==> src/rtl/bus_sequencer_if.sv <==
// bus_sequencer_if: command/strobe bundle of bus_sequencer; abort/aborted exist only with BUS_SEQUENCER_ABORT_EN
interface bus_sequencer_if #(parameter int CNT_W = 4);
    logic             start;
    logic [1:0]       op;
    logic [CNT_W-1:0] count;
    logic             busy;
    logic             done;
    logic             RAin, RBin, RZin;
    logic             RAout, RBout, RZout;
    logic [1:0]       tstate;
`ifdef BUS_SEQUENCER_ABORT_EN
    logic             abort;
    logic             aborted;
    modport master (output start, op, count, abort,
                    input  busy, done, RAin, RBin, RZin, RAout, RBout, RZout, tstate, aborted);
    modport slave  (input  start, op, count, abort,
                    output busy, done, RAin, RBin, RZin, RAout, RBout, RZout, tstate, aborted);
`else
    modport master (output start, op, count,
                    input  busy, done, RAin, RBin, RZin, RAout, RBout, RZout, tstate);
    modport slave  (input  start, op, count,
                    output busy, done, RAin, RBin, RZin, RAout, RBout, RZout, tstate);
`endif
endinterface

==> src/rtl/bus_sequencer.sv <==
// bus_sequencer: Moore T-state controller driving RA/RB/RZ load and bus-drive strobes.
// Optional abort input/aborted output enabled by defining BUS_SEQUENCER_ABORT_EN.
module bus_sequencer #(
    parameter int CNT_W = 4
) (
    input  logic          clock,
    input  logic          clear,
    bus_sequencer_if.slave bus
);
    typedef enum logic [1:0] {IDLE, T1, T2, DONE} state_t;
    localparam logic [1:0] OP_LOAD = 2'd0;
    localparam logic [1:0] OP_MOVE = 2'd1;
    localparam logic [1:0] OP_ADD  = 2'd2;
    localparam logic [1:0] OP_ACC  = 2'd3;

    state_t           state_q, state_d;
    logic [1:0]       op_q, op_d;
    logic [CNT_W-1:0] cnt_q, cnt_d;
    logic [5:0]       str_q, str_d, t1_str;
    logic             busy_q, busy_d;
    logic             done_q, done_d;
    logic [1:0]       tst_q, tst_d;
    logic             abort_s;

`ifdef BUS_SEQUENCER_ABORT_EN
    logic abt_q, abt_d;
    assign abort_s     = bus.abort;
    assign abt_d       = abort_s && (state_q == T1 || state_q == T2);
    assign bus.aborted = abt_q;
    // aborted flag marks the DONE cycle reached through an abort
    always_ff @(posedge clock or negedge clear) begin
        if (!clear) abt_q <= 1'b0;
        else        abt_q <= abt_d;
    end
`else
    assign abort_s = 1'b0;
`endif

    // next state, command latch and decode of the registered outputs from the next state
    always_comb begin
        state_d = state_q;
        op_d    = op_q;
        cnt_d   = cnt_q;
        case (state_q)
            IDLE: if (bus.start) begin
                op_d    = bus.op;
                cnt_d   = bus.count;
                state_d = (bus.op == OP_ACC && bus.count == '0) ? DONE : T1;
            end
            T1: state_d = (abort_s || op_q == OP_LOAD || op_q == OP_MOVE) ? DONE : T2;
            T2: begin
                cnt_d   = (op_q == OP_ACC) ? cnt_q - CNT_W'(1) : cnt_q;
                state_d = (!abort_s && op_q == OP_ACC && cnt_q != CNT_W'(1)) ? T1 : DONE;
            end
            default: state_d = IDLE;
        endcase
        // strobe order {RAin, RBin, RZin, RAout, RBout, RZout}
        t1_str = (op_d == OP_LOAD) ? 6'b100000 :
                 (op_d == OP_MOVE) ? 6'b010100 :
                 (op_d == OP_ADD)  ? 6'b001100 : 6'b001010;
        str_d  = (state_d == T1) ? t1_str : (state_d == T2) ? 6'b010001 : 6'b000000;
        busy_d = state_d != IDLE;
        done_d = state_d == DONE;
        tst_d  = (state_d == T1) ? 2'd1 : (state_d == T2) ? 2'd2 : 2'd0;
    end

    // state, latched command and all outputs update together on the same edge
    always_ff @(posedge clock or negedge clear) begin
        if (!clear) begin
            state_q <= IDLE;
            op_q    <= 2'd0;
            cnt_q   <= '0;
            str_q   <= 6'b000000;
            busy_q  <= 1'b0;
            done_q  <= 1'b0;
            tst_q   <= 2'd0;
        end else begin
            state_q <= state_d;
            op_q    <= op_d;
            cnt_q   <= cnt_d;
            str_q   <= str_d;
            busy_q  <= busy_d;
            done_q  <= done_d;
            tst_q   <= tst_d;
        end
    end

    assign {bus.RAin, bus.RBin, bus.RZin, bus.RAout, bus.RBout, bus.RZout} = str_q;
    assign bus.busy   = busy_q;
    assign bus.done   = done_q;
    assign bus.tstate = tst_q;
endmodule

==> src/flat_wrapper.sv <==
// flat-port wrapper written by rule: the top's interface ports become plain ports
module bus_sequencer_flat 
#(
    parameter int CNT_W = 4
)
  (clock, clear, bus_start, bus_op, bus_count, bus_busy, bus_done, bus_RAin, bus_RBin, bus_RZin, bus_RAout, bus_RBout, bus_RZout, bus_tstate);
  bus_sequencer_if #(.CNT_W(CNT_W)) bus_i ();
  input  logic clock;
  input  logic clear;
  input wire logic [$bits(bus_i.start)-1:0] bus_start;
  input wire logic [$bits(bus_i.op)-1:0] bus_op;
  input wire logic [$bits(bus_i.count)-1:0] bus_count;
  output wire logic [$bits(bus_i.busy)-1:0] bus_busy;
  output wire logic [$bits(bus_i.done)-1:0] bus_done;
  output wire logic [$bits(bus_i.RAin)-1:0] bus_RAin;
  output wire logic [$bits(bus_i.RBin)-1:0] bus_RBin;
  output wire logic [$bits(bus_i.RZin)-1:0] bus_RZin;
  output wire logic [$bits(bus_i.RAout)-1:0] bus_RAout;
  output wire logic [$bits(bus_i.RBout)-1:0] bus_RBout;
  output wire logic [$bits(bus_i.RZout)-1:0] bus_RZout;
  output wire logic [$bits(bus_i.tstate)-1:0] bus_tstate;
  assign bus_i.start = bus_start;
  assign bus_i.op = bus_op;
  assign bus_i.count = bus_count;
  assign bus_busy = bus_i.busy;
  assign bus_done = bus_i.done;
  assign bus_RAin = bus_i.RAin;
  assign bus_RBin = bus_i.RBin;
  assign bus_RZin = bus_i.RZin;
  assign bus_RAout = bus_i.RAout;
  assign bus_RBout = bus_i.RBout;
  assign bus_RZout = bus_i.RZout;
  assign bus_tstate = bus_i.tstate;
  bus_sequencer #(.CNT_W(CNT_W)) u_core (.clock(clock), .clear(clear), .bus(bus_i));
endmodule
==> config.mk <==
export PLATFORM = sky130hd
export DESIGN_NAME = bus_sequencer_flat
export DESIGN_NICKNAME = d
export VERILOG_FILES = /design/src/rtl/bus_sequencer_if.sv /design/src/rtl/bus_sequencer.sv /design/src/flat_wrapper.sv
export SDC_FILE = /design/constraint.sdc
export NUM_CORES = 1
export LEC_CHECK = 0
export CAP_MARGIN = 20
export CORE_UTILIZATION = 36
export DETAILED_ROUTE_END_ITERATION = 8
export DONT_BUFFER_PORTS = 1
export GPL_TIMING_DRIVEN = 0
export HOLD_SLACK_MARGIN = 0.08
export PLACE_DENSITY = 0.61
export SYNTH_ARGS = -nofsm -noshare
export SYNTH_HDL_FRONTEND = slang
export SYNTH_SLANG_ARGS = --single-unit
==> constraint.sdc <==
create_clock -name clock -period 2.4 [get_ports clock]
set_input_delay 0.48 -clock clock [delete_from_list [all_inputs] [get_ports clock]]
set_output_delay 0.48 -clock clock [all_outputs]
set_load 0.02 [all_outputs]
==> results by stage, run 1 <==
Status:
- The run finished with clean final reports.

Worst setup path:
- The cell family contributing the most delay on the critical path is simple AND/OR/NAND/NOR gates.
- The largest stage delay on the critical path is 0.45 ns.
- The worst register-to-register path has a depth of 5.
- At the worst endpoint, the required time is 2.61 ns.
- The class of the most critical setup path is flip-flop to flip-flop.
- At the worst endpoint, the arrival time is 1.97 ns.
- The sort of element at the start of the critical path is a flip-flop.
- Of all nets on the critical path, the largest fanout is 5.
- The endpoint type of the worst setup path is a flip-flop.
- The startpoint of the worst-slack reg-to-reg timing path is u_core.state_q[0]$_DFF_PN0_.
- In this run the worst setup path terminates at u_core.str_q[3]$_DFF_PN0_.
- The number of buffers and inverters on the critical path is 1.
- Tracing the worst setup path back leads to its startpoint at u_core.state_q[0]$_DFF_PN0_.
- The critical path depth in cells is 5.
- The signal on the critical path passes through nor3b_4 > mux2i_1 > inv_1 > ha_1 > nor4_1.
- The reg-to-reg setup timing slack is 0.64 ns.
- The worst reg2reg path endpoint is u_core.str_q[3]$_DFF_PN0_.
- The largest individual stage delay along the critical path comes from the cell sky130_fd_sc_hd__dfrtp_1.

Timing:
- The final critical delay including setup and external delays is 1.76 ns.
- The setup TNS is 0 ns.
- The max-slew violation count came to 0.
- In this run the tightest slew margin relative to its limit is 0.507.
- The transition time at the pin with the least slew margin is 0.738 ns.
- The worst clock skew on the final layout is 0.00406 ns.
- The count of endpoints failing hold in the final timing report is 0.
- The maximum achievable frequency is 570 MHz.
- The total of endpoints with negative setup slack in the final report is 0.
- Setup repair after global routing left no endpoint under its margin.
- The final critical-path share of the clock period is 0.732.

Die:
- The floorplan step defined a core boundary enclosing 2230 sq um.
- The die boundary height is 50.7 um.
- Measured along the x axis, the die boundary spans 50.7 um.
- 19 I/O pins were placed.
- The initial core utilization is 0.383.
- The die outline area is 2570 sq um.
- The standard-cell row count is 17.

Cells and area:
- The diode insertion count for antenna repair is 0.
- The flip-flop and latch area is 425 sq um.
- In the final layout, the share of cells above drive strength 1 is 0.141.
- After the last flow step, the layout net total stands at 100.
- The growth of design area from synthesis to finish is 8.78%.
- The filler cells instantiated in the layout total 227.
- The area of combinational cells with multiple inputs is 368 sq um.

Logic synthesis:
- The most frequently used cell type in the post-synthesis netlist is sky130_fd_sc_hd__dfrtp_1.
- The area share of the largest cell type after synthesis is 0.498.
- Synthesis produced a netlist whose cell count is 80.
- The share of the yosys chip area belonging to registers is 0.498.
- The commonest cells after synthesis are sky130_fd_sc_hd__dfrtp_1 (17), sky130_fd_sc_hd__inv_1 (9), sky130_fd_sc_hd__nor2_1 (7).
- The combined area of all synthesized cells is 855 sq um.
- The post-synthesis sequential element count is 17.
- The share of synthesized registers carrying an async set or reset is 1.00.
- The prevailing post-synth register cell is sky130_fd_sc_hd__dfrtp_1.
- After synthesis, the cell types taking the most area are sky130_fd_sc_hd__dfrtp_1 (50%), sky130_fd_sc_hd__ha_1 (7.3%), sky130_fd_sc_hd__inv_1 (4.0%), sky130_fd_sc_hd__nor3b_1 (3.5%), sky130_fd_sc_hd__nor2_1 (3.1%).
- Yosys printed 0 warnings.
- The number of enable flip-flop cells after synthesis is 0.
- The number of nets handed over by synthesis was 94.
- Dividing the synthesized area by the synthesized cell count gives 10.7 sq um.
- The library cell occupying the most area in the post-synthesis netlist is sky130_fd_sc_hd__dfrtp_1.
- The number of unique standard cell types used by synthesis is 30.

Power:
- The clock network power share is 0.131.
- The power share of the combinational group is 0.410.
- The leakage power is 0.419 nW.
- Dividing total power by cell area gives a power density of 1330 nW/um^2.
- Of the total power, the share spent switching nets is 0.440.
- After layout, the design draws a total of 1.24 mW.
- The share of total power dissipated in sequential elements is 0.458.
- The net switching power is 0.545 mW.
- IR analysis of the VDD net gives a maximum drop of 0.000630 V.
- The internal power component is 0.692 mW.

Routing:
- The detail-routed net length per standard cell is 12.3 um.
- The number of nets with antenna violations after detailed routing is 0.
- The pre-antenna-repair detailed-routing pass consisted of 4 iterations.
- The routed layout has 566 vias.
- The remaining design rule violation count is 0.
- The final wirelength is 1390 um.
- The starting DRC count in detailed routing is 9.
- The post-detailed-route via-to-cell ratio is 5.01.

Global route:
- The first global-routing pass estimated 2620 um of wire.
- The via count of the first global-routing pass is 606.
- Entering global routing, the biggest net connects 18 pins.
- The global-route congestion overflow total is 0.
- The initial antenna violation count was 0.
- Across every metal layer, demand over resource in global routing totals 0.140.

Clocking:
- The clock latency of the later-clocked register in the worst-skew pair is 0.30 ns.
- No sink is reached through more buffers than the 2 on the longest clock path.
- The number of post-CTS setup repair buffers is 0.
- TritonCTS built the clock tree.
- CTS built an H-tree with a depth of 1.
- Clock-pin slew was measured on the worst setup and hold paths at 0.11 ns.
- CTS placed an instance of sky130_fd_sc_hd__clkbuf_4 at the clock tree root.
- The number of buffers created by CTS is 3.
- For this design, the sink count on the clock tree is 17.

Place:
- The number of buffers inserted by port buffering is 0.
- The half-perimeter wire length after placement is 1050 um.
- The weighted congestion reported at the end of routability-driven placement is 0.749.

Worst hold path:
- The worst hold path belongs to the class input pin to flip-flop.

Job:
- The total of max-cap violations is 0.
==> power groups by stage <==
stage	clock (mW)	sequential [mW]	combinational, mW
after global routing	0.184	0.585	0.598
after detailed placement	0	0.574	0.503
final	0.162	0.567	0.508
after floorplan	0	0.549	0.433
after CTS	0.167	0.568	0.512
after global placement	0	0.571	0.498
==> placed cells by master, fill, tap and decap left out <==
cell	n
sky130_fd_sc_hd__o21ai_1	2
sky130_fd_sc_hd__dfrtp_1	17
sky130_fd_sc_hd__clkinvlp_4	1
sky130_fd_sc_hd__clkbuf_4	3
sky130_fd_sc_hd__nand2_1	4
sky130_fd_sc_hd__nor4_1	1
sky130_fd_sc_hd__ha_1	5
sky130_fd_sc_hd__a211o_1	1
sky130_fd_sc_hd__and2b_4	1
sky130_fd_sc_hd__a21oi_1	5
sky130_fd_sc_hd__nor4b_2	1
sky130_fd_sc_hd__o22ai_1	1
sky130_fd_sc_hd__clkbuf_1	1
sky130_fd_sc_hd__nor3b_4	1
sky130_fd_sc_hd__nand3_1	3
sky130_fd_sc_hd__o31ai_1	1
sky130_fd_sc_hd__o21ai_0	2
sky130_fd_sc_hd__o32ai_1	1
sky130_fd_sc_hd__nand4b_1	1
sky130_fd_sc_hd__buf_6	1
sky130_fd_sc_hd__nor3_1	1
sky130_fd_sc_hd__a31oi_2	1
sky130_fd_sc_hd__mux2i_1	2
sky130_fd_sc_hd__dlygate4sd3_1	1
sky130_fd_sc_hd__buf_2	1
sky130_fd_sc_hd__nand2b_1	1
sky130_fd_sc_hd__a31oi_4	1
sky130_fd_sc_hd__buf_4	1
sky130_fd_sc_hd__or3_1	2
sky130_fd_sc_hd__nor3b_1	4
sky130_fd_sc_hd__nor2_1	7
sky130_fd_sc_hd__and2_1	1
sky130_fd_sc_hd__inv_1	9
==> final cells by class <==
cell class	count	share of cell area
Clock buffer	3	0.0242
Multi-Input combinational cell	50	0.396
Clock inverter	1	0.00808
Buffer	4	0.0296
Inverter	9	0.0363
Tap cell	28	0.0377
Sequential cell	17	0.458
Timing Repair Buffer	1	0.0108
==> metrics by stage <==
step | area (sq um) | setup WS [ns] | hold WS (ns) | utilization | cells
after global placement | 890 | 0.612 | 0.185 | 0.398 | 108
after detailed placement | 890 | 0.638 | 0.185 | 0.398 | 108
final | 930 | 0.644 | 0.324 | 0.416 | 113
after floorplan | 855 | 0.764 | 0.184 | - | 80
after CTS | 930 | 0.619 | 0.315 | 0.416 | 113
after global routing | 930 | 0.447 | 0.332 | 0.416 | 113
==> cells by family after synthesis <==
group	count (synthesis)	synth area share
fa+ha+maj	5	0.0732
flops	17	0.498
compound gates	15	0.129
buf+inv	13	0.0717
simple gates	28	0.205
mux	2	0.0234
==> sequential cells by signal, summed over array words and instances, names as in the netlist <==
register           cells
u_core.str_q           6
u_core.cnt_q           4
u_core.op_q            2
u_core.state_q         2
u_core.bus.busy        1
u_core.bus.done        1
u_core.bus.tstate      1
==> repair_timing <==
item	in CTS	in global routing
hold buffers	1	0
endpoints found under the setup margin	0	0
gates resized for setup	0	0
endpoints found under the hold margin	17	0
==> how the worst min path moves through the flow <==
stage / from / endpoint / slack, ns / cells after the start
final: bus_start / u_core.state_q[0]$_DFF_PN0_ / 0.32 / 2
after global placement: clear / u_core.str_q[5]$_DFF_PN0_ / 0.18 / 0
after global routing: bus_start / u_core.state_q[0]$_DFF_PN0_ / 0.33 / 2
after floorplan: clear / u_core.bus.busy$_DFF_PN0_ / 0.18 / 0
after CTS: bus_start / u_core.state_q[0]$_DFF_PN0_ / 0.32 / 2
after detailed placement: clear / u_core.str_q[5]$_DFF_PN0_ / 0.18 / 0
==> worst register-to-register path: stages (launching register included) <==
cell	delay (ns)
sky130_fd_sc_hd__dfrtp_1	0.45
sky130_fd_sc_hd__nor3b_4	0.36
sky130_fd_sc_hd__mux2i_1	0.28
sky130_fd_sc_hd__inv_1	0.10
sky130_fd_sc_hd__ha_1	0.22
sky130_fd_sc_hd__nor4_1	0.25
==> layer usage <==
| metal | global-route usage | up-vias | part of all wire |
|---|---|---|---|
| met5 | 0 | - | 0 |
| met4 | 0.0972 | 0 | 0.022 |
| met3 | 0.0364 | 4 | 0.042 |
| met2 | 0.213 | 8 | 0.48 |
| met1 | 0.171 | 270 | 0.45 |
| li1 | - | 284 | - |
No activity file was read; power rests on OpenSTA's default activity.
==> run 2, diff against run 1 <==
- PLACE_DENSITY: 0.61 -> 0.63
- clock period: 2.4 -> 1.6 ns (I/O delays scaled with it)
==> run 2 against run 1 <==
Effect of this change:
- the flow now finishes with violations (setup timing)
- sequential share of layout area fell by 3.8 points
- cell count up 5.3%
- clock-buffer cell count is the same
- core utilization grew 3.9 points
- die area unchanged
- global-route usage fell by 0.68 points
- routed wire length increased by 11%
- highest routed layer unchanged
==> results by stage, run 2 (synthesized netlist as in run 1, its figures left out) <==
Status:
- Status: complete, but fails checks (was finished, final reports clean).
- The checks that failed: setup timing.

Routing:
- The number of nets with antenna violations after detailed routing is 0 (unchanged).
- The remaining design rule violation count was 0 (unchanged).
- The starting DRC count in detailed routing is 14 (was 9).
- The first-pass iteration count of the detailed router came to 4 (unchanged).
- The post-detailed-route via-to-cell ratio is 5.08 (was 5.01).
- The detail-routed net length per standard cell was 13.0 um (was 12.3 um).
- The total via count after detailed routing is 605 (was 566).
- The final wirelength is 1550 um (was 1390 um).

Global route:
- The total routing resource utilization after global routing is 0.133 (was 0.140).
- The global-route wire length before repair came to 2530 um (was 2620 um).
- The via count of the first global-routing pass is 593 (was 606).
- The maximum number of pins on one net before global-route repair was 18 (unchanged).
- The global-route congestion overflow total is 0 (unchanged).
- The initial antenna violation count is 0 (unchanged).

Worst setup path:
- The maximum fanout count along the critical path is 5 (unchanged).
- The endpoint type of the worst setup path is a flip-flop (unchanged).
- The sort of element at the start of the critical path is a flip-flop (unchanged).
- The class of the most critical setup path is flip-flop to flip-flop (unchanged).
- The data arrival time of the critical path is 1.87 ns (was 1.97 ns).
- The required time reported for the critical path endpoint is 1.79 ns (was 2.61 ns).

Timing:
- The final critical-path share of the clock period is 1.05 (was 0.732).
- The setup TNS was -0.208 ns (was 0 ns).
- The count of endpoints failing hold in the final timing report is 0 (unchanged).
- The transition time at the pin with the least slew margin is 0.735 ns (was 0.738 ns).
- The final critical delay including setup and external delays came to 1.68 ns (was 1.76 ns).
- The worst clock skew on the final layout is 0.00322 ns (was 0.00406 ns).
- The headroom to the max-slew limit came to 0.508 (was 0.507).
- The maximum achievable frequency is 596 MHz (was 570 MHz).
- The final hold slack is 0.199 ns (was 0.324 ns).
- RSZ-0062 raised after global routing: yes (was no).
- The max-slew violation count is 0 (unchanged).
- The post-route worst setup slack is -0.0784 ns (was 0.644 ns).
- The total of endpoints with negative setup slack in the final report came to 3 (was 0).

Clocking:
- The clock tree from TritonCTS is done (unchanged).
- The number of buffers created by CTS is 3 (unchanged).
- The clock tree root buffer cell is sky130_fd_sc_hd__clkbuf_4 (unchanged).
- The clock transition time at the flip-flop clock pins of the worst setup and hold paths came to 0.10 ns (was 0.11 ns).
- The total clock sinks came to 17 (unchanged).
- The clock latency of the later-clocked register in the worst-skew pair came to 0.28 ns (was 0.30 ns).
- The maximum level of the CTS H-tree is 1 (unchanged).
- The worst-case clock buffer depth is 2 (unchanged).

Die:
- The floorplan die width is 50.7 um (unchanged).
- The standard-cell row count was 17 (unchanged).
- The number of top-level pins is 19 (unchanged).
- The die outline area is 2570 sq um (unchanged).
- The die boundary height is 50.7 um (unchanged).
- The core footprint is 2230 sq um (unchanged).
- The initial core utilization came to 0.383 (unchanged).

Place:
- The half-perimeter wire length after placement is 1080 um (was 1050 um).
- The weighted congestion reported at the end of routability-driven placement is 0.727 (was 0.749).
- The number of buffers inserted by port buffering came to 0 (unchanged).
- The area after detailed placement came to 890 sq um (unchanged).
- The placed cell count is 108 (unchanged).

Power:
- The power share of the combinational group came to 0.476 (was 0.410).
- The clock network power share was 0.107 (was 0.131).
- The total power divided by cell area is 2030 nW/um^2 (was 1330 nW/um^2).
- The peak supply drop came to 0.000962 V (was 0.000630 V).
- The sequential share of power is 0.416 (was 0.458).
- The leakage power is 0.456 nW (was 0.419 nW).
- The final total power is 2.07 mW (was 1.24 mW).
- The net switching power is 0.893 mW (was 0.545 mW).
- The switching share of power is 0.432 (was 0.440).
- The internal power component is 1.17 mW (was 0.692 mW).

Cells and area:
- The total non-filler cell area in the finished layout is 1020 sq um (was 930 sq um).
- The fraction of final layout cells sized beyond drive strength 1 is 0.297 (was 0.141).
- Largest registers: u_core.str_q: 6 flops, u_core.cnt_q: 4 flops (unchanged).
- The largest register by flop count is u_core.str_q (unchanged).
- The diode insertion count for antenna repair is 0 (unchanged).
- The total number of nets in the final design came to 106 (was 100).
- The number of non-filler instances in the completed layout is 119 (was 113).
- Highest-count cells in the layout ignoring fill and taps: sky130_fd_sc_hd__dfrtp_1 (16), sky130_fd_sc_hd__inv_1 (8), sky130_fd_sc_hd__nor2_1 (7), sky130_fd_sc_hd__buf_4 (7), sky130_fd_sc_hd__a21oi_1 (5) (was sky130_fd_sc_hd__dfrtp_1 (17), sky130_fd_sc_hd__inv_1 (9), sky130_fd_sc_hd__nor2_1 (7), sky130_fd_sc_hd__a21oi_1 (5), sky130_fd_sc_hd__ha_1 (5)).
- The flip-flop count of the largest register, all copies and words added is 6 (unchanged).
- The growth of design area from synthesis to finish is 18.9% (was 8.78%).
- The most common cell after layout, fill and taps aside is sky130_fd_sc_hd__dfrtp_1 (unchanged).

Worst hold path:
- The class of the most critical hold timing path is input pin to flip-flop (unchanged).

Job:
- The total of max-cap violations is 0 (unchanged).
-- run 2: cell count changes in the layout (fill, tap and decap cells not counted), moves of 2 or more --
cell,before,now
sky130_fd_sc_hd__buf_4,1,7
sky130_fd_sc_hd__nor3b_1,4,2
sky130_fd_sc_hd__nor3b_2,0,2
sky130_fd_sc_hd__ha_1,5,3
-- run 2: worst paths after layout --
kind / cells past startpoint / end / slack, ns / start
setup reg to reg: 5 / u_core.str_q[4]$_DFF_PN0_ / -0.08 / u_core.state_q[0]$_DFF_PN0_
max in group asynchronous: 1 / u_core.state_q[0]$_DFF_PN0_ / 0.56 / clear
hold reg to reg: 2 / u_core.cnt_q[1]$_DFFE_PN0P_ / 0.53 / u_core.cnt_q[1]$_DFFE_PN0P_
hold / removal: 2 / u_core.cnt_q[0]$_DFFE_PN0P_ / 0.20 / bus_count[0]
setup / recovery: 5 / u_core.str_q[4]$_DFF_PN0_ / -0.08 / u_core.state_q[0]$_DFF_PN0_
min in group asynchronous: 1 / u_core.cnt_q[2]$_DFFE_PN0P_ / 0.53 / clear
-- run 2: metal layers --
layer | vias up | GRT usage | wire (um)
met4 | 0 | 0.0556 | 16
met2 | 13 | 0.216 | 794
li1 | 293 | - | -
met5 | - | 0 | 0
met1 | 297 | 0.172 | 672
met3 | 2 | 0.0273 | 67
-- run 2: area by class of cell --
| cell class | instances | area (sq um) |
|---|---|---|
| plain buffers | 4 | 27.5 |
| clock buffers | 3 | 22.5 |
| clock inverters | 1 | 5.00 |
| fillers | 219 | 1220 |
| inverters | 9 | 33.8 |
| multi-input cells | 50 | 410 |
| flip-flops and latches | 17 | 427 |
| well taps | 28 | 35.0 |
| repair buffers | 7 | 55.1 |
-- run 2: power groups by stage --
| stage | Sequential (mW) | Combinational, mW | Clock [mW] |
|---|---|---|---|
| floorplan | 0.824 | 0.649 | 0 |
| global placement | 0.856 | 0.741 | 0 |
| detailed placement | 0.861 | 0.759 | 0 |
| CTS | 0.860 | 0.917 | 0.231 |
| global route | 0.891 | 1.11 | 0.252 |
| finish | 0.860 | 0.984 | 0.222 |
-- run 2: repair_timing --
item	in CTS	in global routing
hold buffers	1	0
gates cloned	0	0
pin swaps	2	1
setup endpoints to repair	5	5
gates resized for setup	6	3
hold endpoints to repair	17	0
buffers inserted	5	1
-- run 2: stage by stage --
step	utilization	setup WS, ns
floorplan	-	0.00783
global placement	0.398	-0.169
detailed placement	0.398	-0.166
CTS	0.446	-0.0335
global route	0.455	-0.171
finish	0.455	-0.0784
-- run 2: critical path, stage by stage (launching register included) --
cell and delay [ns]:
sky130_fd_sc_hd__dfrtp_2 0.46, sky130_fd_sc_hd__nor3b_4 0.29, sky130_fd_sc_hd__mux2i_2 0.32, sky130_fd_sc_hd__ha_2 0.25
sky130_fd_sc_hd__inv_2 0.04, sky130_fd_sc_hd__o32ai_2 0.23
==> run 3, diff against run 2 <==
- CORE_MARGIN: unset -> 5
==> run 3 against run 2 <==
Effect of this change:
- the run still ends with setup timing left
- fmax down 1.8%
- first-iteration DRC count decreased by 79%
- critical path depth rose by 1
- critical path type unchanged
- non-clock buffer count is 2 higher
- clock-buffer cell count unchanged
==> results by stage, run 3 (synthesized netlist as in run 1, its figures left out) <==
Global route:
- The via count of the first global-routing pass is 605 (was 593).
- The initial antenna violation count was 0 (unchanged).
- The global-route wire length before repair is 2750 um (was 2530 um).
- The total routing resource utilization after global routing was 0.105 (was 0.133).
- The maximum number of pins on one net before global-route repair is 18 (unchanged).
- The global-route congestion overflow total is 0 (unchanged).

Worst hold path:
- The class of the most critical hold timing path is input pin to flip-flop (unchanged).
- The worst hold path stage count is 2 (unchanged).

Routing:
- The number of nets with antenna violations after detailed routing came to 0 (unchanged).
- The detail-routed net length per standard cell was 13.7 um (was 13.0 um).
- The final wirelength is 1660 um (was 1550 um).
- The first-pass iteration count of the detailed router is 4 (unchanged).
- The starting DRC count in detailed routing is 3 (was 14).
- The post-detailed-route via-to-cell ratio is 4.98 (was 5.08).
- The remaining design rule violation count is 0 (unchanged).
- The total via count after detailed routing is 603 (was 605).

Cells and area:
- The flip-flop and latch area is 425 sq um (was 427 sq um).
- Largest registers: u_core.str_q: 6 flops, u_core.cnt_q: 4 flops (unchanged).
- The number of non-filler instances in the completed layout is 121 (was 119).
- The most common cell after layout, fill and taps aside is sky130_fd_sc_hd__dfrtp_1 (unchanged).
- The largest register by flop count is u_core.str_q (unchanged).
- The total non-filler cell area in the finished layout is 1020 sq um (about the same).
- The flip-flop count of the largest register, all copies and words added is 6 (unchanged).
- The final core utilization came to 0.455 (about the same).
- The fraction of final layout cells sized beyond drive strength 1 is 0.301 (was 0.297).
- The total number of nets in the final design was 108 (was 106).
- The diode insertion count for antenna repair came to 0 (unchanged).
- The growth of design area from synthesis to finish is 19.0% (was 18.9%).
- Highest-count cells in the layout ignoring fill and taps: sky130_fd_sc_hd__dfrtp_1 (17), sky130_fd_sc_hd__buf_4 (9), sky130_fd_sc_hd__inv_1 (8), sky130_fd_sc_hd__nor2_1 (7), sky130_fd_sc_hd__a21oi_1 (5) (was sky130_fd_sc_hd__dfrtp_1 (16), sky130_fd_sc_hd__inv_1 (8), sky130_fd_sc_hd__nor2_1 (7), sky130_fd_sc_hd__buf_4 (7), sky130_fd_sc_hd__a21oi_1 (5)).
- The count of filler cells inserted in the layout was 208 (was 219).
- The area of combinational cells with multiple inputs is 394 sq um (was 410 sq um).

Worst setup path:
- The number of buffers and inverters on the critical path is 2 (was 1).
- CP Cell Sequence: nor3b_4 > buf_4 > mux2i_2 > inv_1 > ha_2 > nor4_2 (was nor3b_4 > mux2i_2 > ha_2 > inv_2 > o32ai_2).
- The maximum fanout count along the critical path was 4 (was 5).
- The kind of cell adding the most delay to the critical path was simple AND/OR/NAND/NOR gates (was flip-flops).
- The critical path's slowest cell was sky130_fd_sc_hd__dfrtp_1 (was sky130_fd_sc_hd__dfrtp_2).
- The required time reported for the critical path endpoint is 1.82 ns (was 1.79 ns).
- The critical path depth in cells is 6 (was 5).
- The largest stage delay on the critical path is 0.43 ns (was 0.46 ns).
- The data arrival time of the critical path is 1.93 ns (was 1.87 ns).
- The class of the most critical setup path is flip-flop to flip-flop (unchanged).
- The sort of element at the start of the critical path is a flip-flop (unchanged).
- The depth of the worst register-to-register path is 6 (was 5).
- The endpoint type of the worst setup path is a flip-flop (unchanged).

Timing:
- The post-route worst setup slack was -0.109 ns (was -0.0784 ns).
- The final hold slack is 0.162 ns (was 0.199 ns).
- The total of endpoints with negative setup slack in the final report came to 5 (was 3).
- The count of endpoints failing hold in the final timing report came to 0 (unchanged).
- The headroom to the max-slew limit came to 0.499 (was 0.508).
- The max-slew violation count is 0 (unchanged).
- The transition time at the pin with the least slew margin is 0.749 ns (was 0.735 ns).
- The final critical delay including setup and external delays is 1.71 ns (was 1.68 ns).
- The final critical-path share of the clock period is 1.07 (was 1.05).
- The setup TNS came to -0.388 ns (was -0.208 ns).
- The maximum achievable frequency is 585 MHz (was 596 MHz).
- RSZ-0062 raised after global routing: yes (unchanged).
- The worst clock skew on the final layout is 0.00860 ns (was 0.00322 ns).

Clocking:
- The clock transition time at the flip-flop clock pins of the worst setup and hold paths is 0.11 ns (was 0.10 ns).
- The total clock sinks was 17 (unchanged).
- The clock tree from TritonCTS is done (unchanged).
- The clock latency of the later-clocked register in the worst-skew pair was 0.30 ns (was 0.28 ns).
- The maximum level of the CTS H-tree is 1 (unchanged).
- The worst-case clock buffer depth is 2 (unchanged).
- The clock tree root buffer cell was sky130_fd_sc_hd__clkbuf_4 (unchanged).
- The number of buffers created by CTS is 3 (unchanged).

Place:
- The worst slack at placement came to -0.188 ns (was -0.166 ns).
- The weighted congestion reported at the end of routability-driven placement is 0.701 (was 0.727).
- The half-perimeter wire length after placement is 1200 um (was 1080 um).
- The placed cell count is 108 (unchanged).
- The number of buffers inserted by port buffering was 0 (unchanged).
- The area after detailed placement is 890 sq um (unchanged).

Power:
- The net switching power is 0.896 mW (was 0.893 mW).
- The leakage power is 0.462 nW (was 0.456 nW).
- The clock network power share was 0.119 (was 0.107).
- The peak supply drop is 0.000988 V (was 0.000962 V).
- The internal power component is 1.18 mW (was 1.17 mW).
- The switching share of power was 0.431 (was 0.432).
- The sequential share of power came to 0.409 (was 0.416).
- The final total power is 2.08 mW (was 2.07 mW).
- The total power divided by cell area is 2050 nW/um^2 (was 2030 nW/um^2).
- The power share of the combinational group was 0.472 (was 0.476).

Job:
- The total of max-cap violations is 0 (unchanged).

Die:
- The core footprint was 2230 sq um (unchanged).
- The die boundary height is 58.7 um (was 50.7 um).
- The die outline area is 3450 sq um (was 2570 sq um).
- The number of top-level pins is 19 (unchanged).
- The standard-cell row count is 17 (unchanged).
- The floorplan die width was 58.7 um (was 50.7 um).
- The initial core utilization is 0.383 (unchanged).

Status:
- Failing checks: setup timing (unchanged).
- Status: complete, but fails checks (unchanged).
==> run 3: cell types whose count changed in the layout (fill, tap and decap cells not counted), sizes merged <==
| cell | previous run | this run |
|---|---|---|
| clkinv | 1 | 0 |
| buf | 9 | 11 |
| clkinvlp | 0 | 1 |
==> run 3: path summary, 6_finish.rpt <==
kind	startpoint	to	slack, ns
hold / removal	bus_start	u_core.state_q[0]$_DFF_PN0_	0.16
setup reg to reg	u_core.state_q[0]$_DFF_PN0_	u_core.str_q[3]$_DFF_PN0_	-0.11
hold reg to reg	u_core.cnt_q[1]$_DFFE_PN0P_	u_core.cnt_q[1]$_DFFE_PN0P_	0.53
max in group asynchronous	clear	u_core.cnt_q[1]$_DFFE_PN0P_	0.61
setup / recovery	u_core.state_q[0]$_DFF_PN0_	u_core.str_q[3]$_DFF_PN0_	-0.11
min in group asynchronous	clear	u_core.bus.tstate[0]$_DFF_PN0_	0.51
==> run 3: final cells by class <==
type,count,area share
clock inverters,1,0.00738
repair buffers,9,0.0689
inverters,9,0.0332
well taps,28,0.0344
flip-flops and latches,17,0.418
clock buffers,3,0.0221
multi-input cells,50,0.387
plain buffers,4,0.0283
==> run 3: power by group through the flow <==
| stage | logic [mW] | clock network, mW | registers (mW) |
|---|---|---|---|
| 2_1_floorplan | 0.649 | 0 | 0.824 |
| 3_3_place_gp | 0.743 | 0 | 0.859 |
| 3_5_place_dp | 0.763 | 0 | 0.868 |
| 4_1_cts | 0.904 | 0.249 | 0.855 |
| 5_1_grt | 1.11 | 0.268 | 0.875 |
| 6_report | 0.982 | 0.247 | 0.852 |
==> run 3: repair_timing <==
item | in CTS | in global routing
buffers inserted | 5 | 3
hold buffers | 1 | 0
hold endpoints to repair | 17 | 0
gates resized for setup | 4 | 5
pin swaps | 2 | 3
endpoints found under the setup margin | 5 | 5
==> run 3: per-layer routing <==
layer  global-route usage  part of all wire  vias to the layer above
li1                     -                 -                      297
met1                0.118              0.39                      287
met2                0.158              0.49                       15
met3               0.0592             0.099                        4
met4               0.0550             0.016                        0
met5                    0                 0                        -
==> variant: new RTL, flow settings as in run 3 <==
The 4 states of `state_t` get a Gray code encoding in 2 bits.
--- a/src/rtl/bus_sequencer.sv
+++ b/src/rtl/bus_sequencer.sv
@@ -7,7 +7,7 @@
     input  logic          clear,
     bus_sequencer_if.slave bus
 );
-    typedef enum logic [1:0] {IDLE, T1, T2, DONE} state_t;
+    typedef enum logic [1:0] {IDLE = 2'b00, T1 = 2'b01, T2 = 2'b11, DONE = 2'b10} state_t;
     localparam logic [1:0] OP_LOAD = 2'd0;
     localparam logic [1:0] OP_MOVE = 2'd1;
     localparam logic [1:0] OP_ADD  = 2'd2;
Formal check against the unedited RTL: same outputs for any inputs over 10 cycles, from zero or initial values; not proved beyond that.
==> variant against run 3 <==
Power decreased by 6.4%. Worst setup slack improved by 0.12 ns. Area after synthesis decreased by 5.7%. Count of clock-buffer cells in the layout unchanged. Sequential cell count unchanged. Sequential power increased by 0.5%. Wire length decreased by 2.2%. Final cell count decreased by 4.1%. Cell area decreased by 0.98%.
==> variant: results (changes against run 3) <==
nets: 103  # -4.6%
numCtsBuffers: 3  # unchanged
grt_usage: 0.110  # +0.00518
hpwl_um: 1110  # -7.6%
ir_worst_vdd_mv: 1.02  # +2.8%
firstDrtPassIters: 4  # unchanged
root_buffer: "clkbuf_4"
top_regs: "u_core.str_q: 6 flops, u_core.cnt_q: 4 flops"
cp_max_fo: 3  # -1
synth.distinct_cells: 27  # -10%
outcome: "finished, final reports clean"
antenna_found_initial: 0  # unchanged
syn_nets: 89  # -5.3%
port_buffers: 0  # unchanged
synth-seq-area-share: 0.528  # +0.0301
drive_above_1_share: 0.284  # -0.0170
place_congestion: 0.846  # +21%
setup_viol: 0  # -5
drc_errors: 0  # unchanged
drtIter0Drc: 21  # +18
synth_area_leaders: "dfrtp_1 53%, ha_1 7.8%, inv_1 3.7%"
max-slew-margin-rel: 0.505  # +0.00566
vias_per_cell: 5.04  # +1.2%
fillers: 218  # +4.8%
netlist_top_cells_count: "17 x dfrtp_1, 8 x inv_1, 5 x ha_1, 5 x o21ai_0"
insertedDiodeCount: 0  # unchanged
p_switching_uw: 802  # -10%
wl_um: 1620  # -2.2%
grt_pass1_wl_um: 2760  # +0.25%
ant_nets: 0  # unchanged
hold_path.class: "in -> reg"
finClkSkew_ns: 0.00298  # -0.00562 ns
p_leak_nw: 0.457  # -1.0%
yosysWarnings: 0  # unchanged
cts.reportedPaths.clkPinSlew_ns: 0.10
preCtsSetupSlack_ns: -0.125  # +0.0622 ns
worst_ep_arrival_time_ns: 1.80  # -0.13 ns
grt_max_degree: 18  # unchanged
grt_pass1_vias: 584  # -3.5%
cts_max_level: 1  # unchanged
dpl_cell_area_um2: 852  # -4.2%
async_reset_ff_frac: 1.00  # unchanged
clockBufferDepth: 2  # unchanged
clk_latency_ns: 0.29
-- variant: stage by stage --
stage	power, mW	cells
after floorplan	1.31	75
after global placement	1.43	103
after detailed placement	1.45	103
after global routing	2.12	116
after CTS	1.81	113
final	1.95	116
-- variant: area by class of cell --
cell class	instances	area (um2)	share of cell area
Inverter	8	30.0	0.0298
Buffer	3	16.3	0.0161
Multi-Input combinational cell	47	393	0.390
Clock inverter	1	5.00	0.00497
Timing Repair Buffer	9	77.6	0.0770
Sequential cell	17	428	0.425
Clock buffer	3	22.5	0.0224
Tap cell	28	35.0	0.0348
-- variant: kinds of logic (layout without fill, tap and decap cells) --
group	after synthesis	after routing	share of synthesized area
compound gates	13	13	0.112
fa+ha+maj	5	5	0.0776
buf+inv	11	24	0.0574
flops	17	17	0.528
mux	2	2	0.0248
simple gates	27	27	0.200
-- variant: routing by layer --
| layer | track usage | vias up | wire (um) |
|---|---|---|---|
| met5 | 0 | - | 0 |
| met4 | 0.0497 | 0 | 17 |
| met3 | 0.0520 | 2 | 159 |
| met2 | 0.155 | 21 | 777 |
| met1 | 0.143 | 283 | 669 |
| li1 | - | 279 | - |
-- variant: power by group through the flow --
| stage | Clock, mW | Sequential, mW | Combinational [mW] |
|---|---|---|---|
| after detailed placement | 0 | 0.877 | 0.570 |
| after global routing | 0.268 | 0.879 | 0.972 |
| final | 0.223 | 0.856 | 0.869 |
| after floorplan | 0 | 0.838 | 0.473 |
| after global placement | 0 | 0.876 | 0.558 |
| after CTS | 0.235 | 0.853 | 0.719 |
-- variant: what timing repair did --
action,4_1_cts,5_1_grt
buffers inserted,5,3
resized for setup,5,7
setup endpoints to repair,4,10
endpoints found under the hold margin,17,0
hold buffers,1,0
pin swaps,2,3
-- variant: path summary, 6_finish.rpt --
check	from	end	slack, ns	cells past startpoint
setup reg to reg	u_core.state_q[1]	u_core.str_q[4]	0.01	5
hold / removal	bus_count[0]	u_core.cnt_q[0]	0.19	2
hold reg to reg	u_core.cnt_q[2]	u_core.cnt_q[2]	0.58	2
setup / recovery	u_core.state_q[1]	u_core.str_q[4]	0.01	5
min in group asynchronous	clear	u_core.cnt_q[1]	0.53	1
max in group asynchronous	clear	u_core.state_q[0]	0.56	1
-- variant: critical path: stages (launching register included) --
cell,delay (ns)
dfrtp_2,0.44
nor3b_4,0.26
buf_6,0.14
mux2i_4,0.24
ha_2,0.25
a2bb2oi_1,0.18
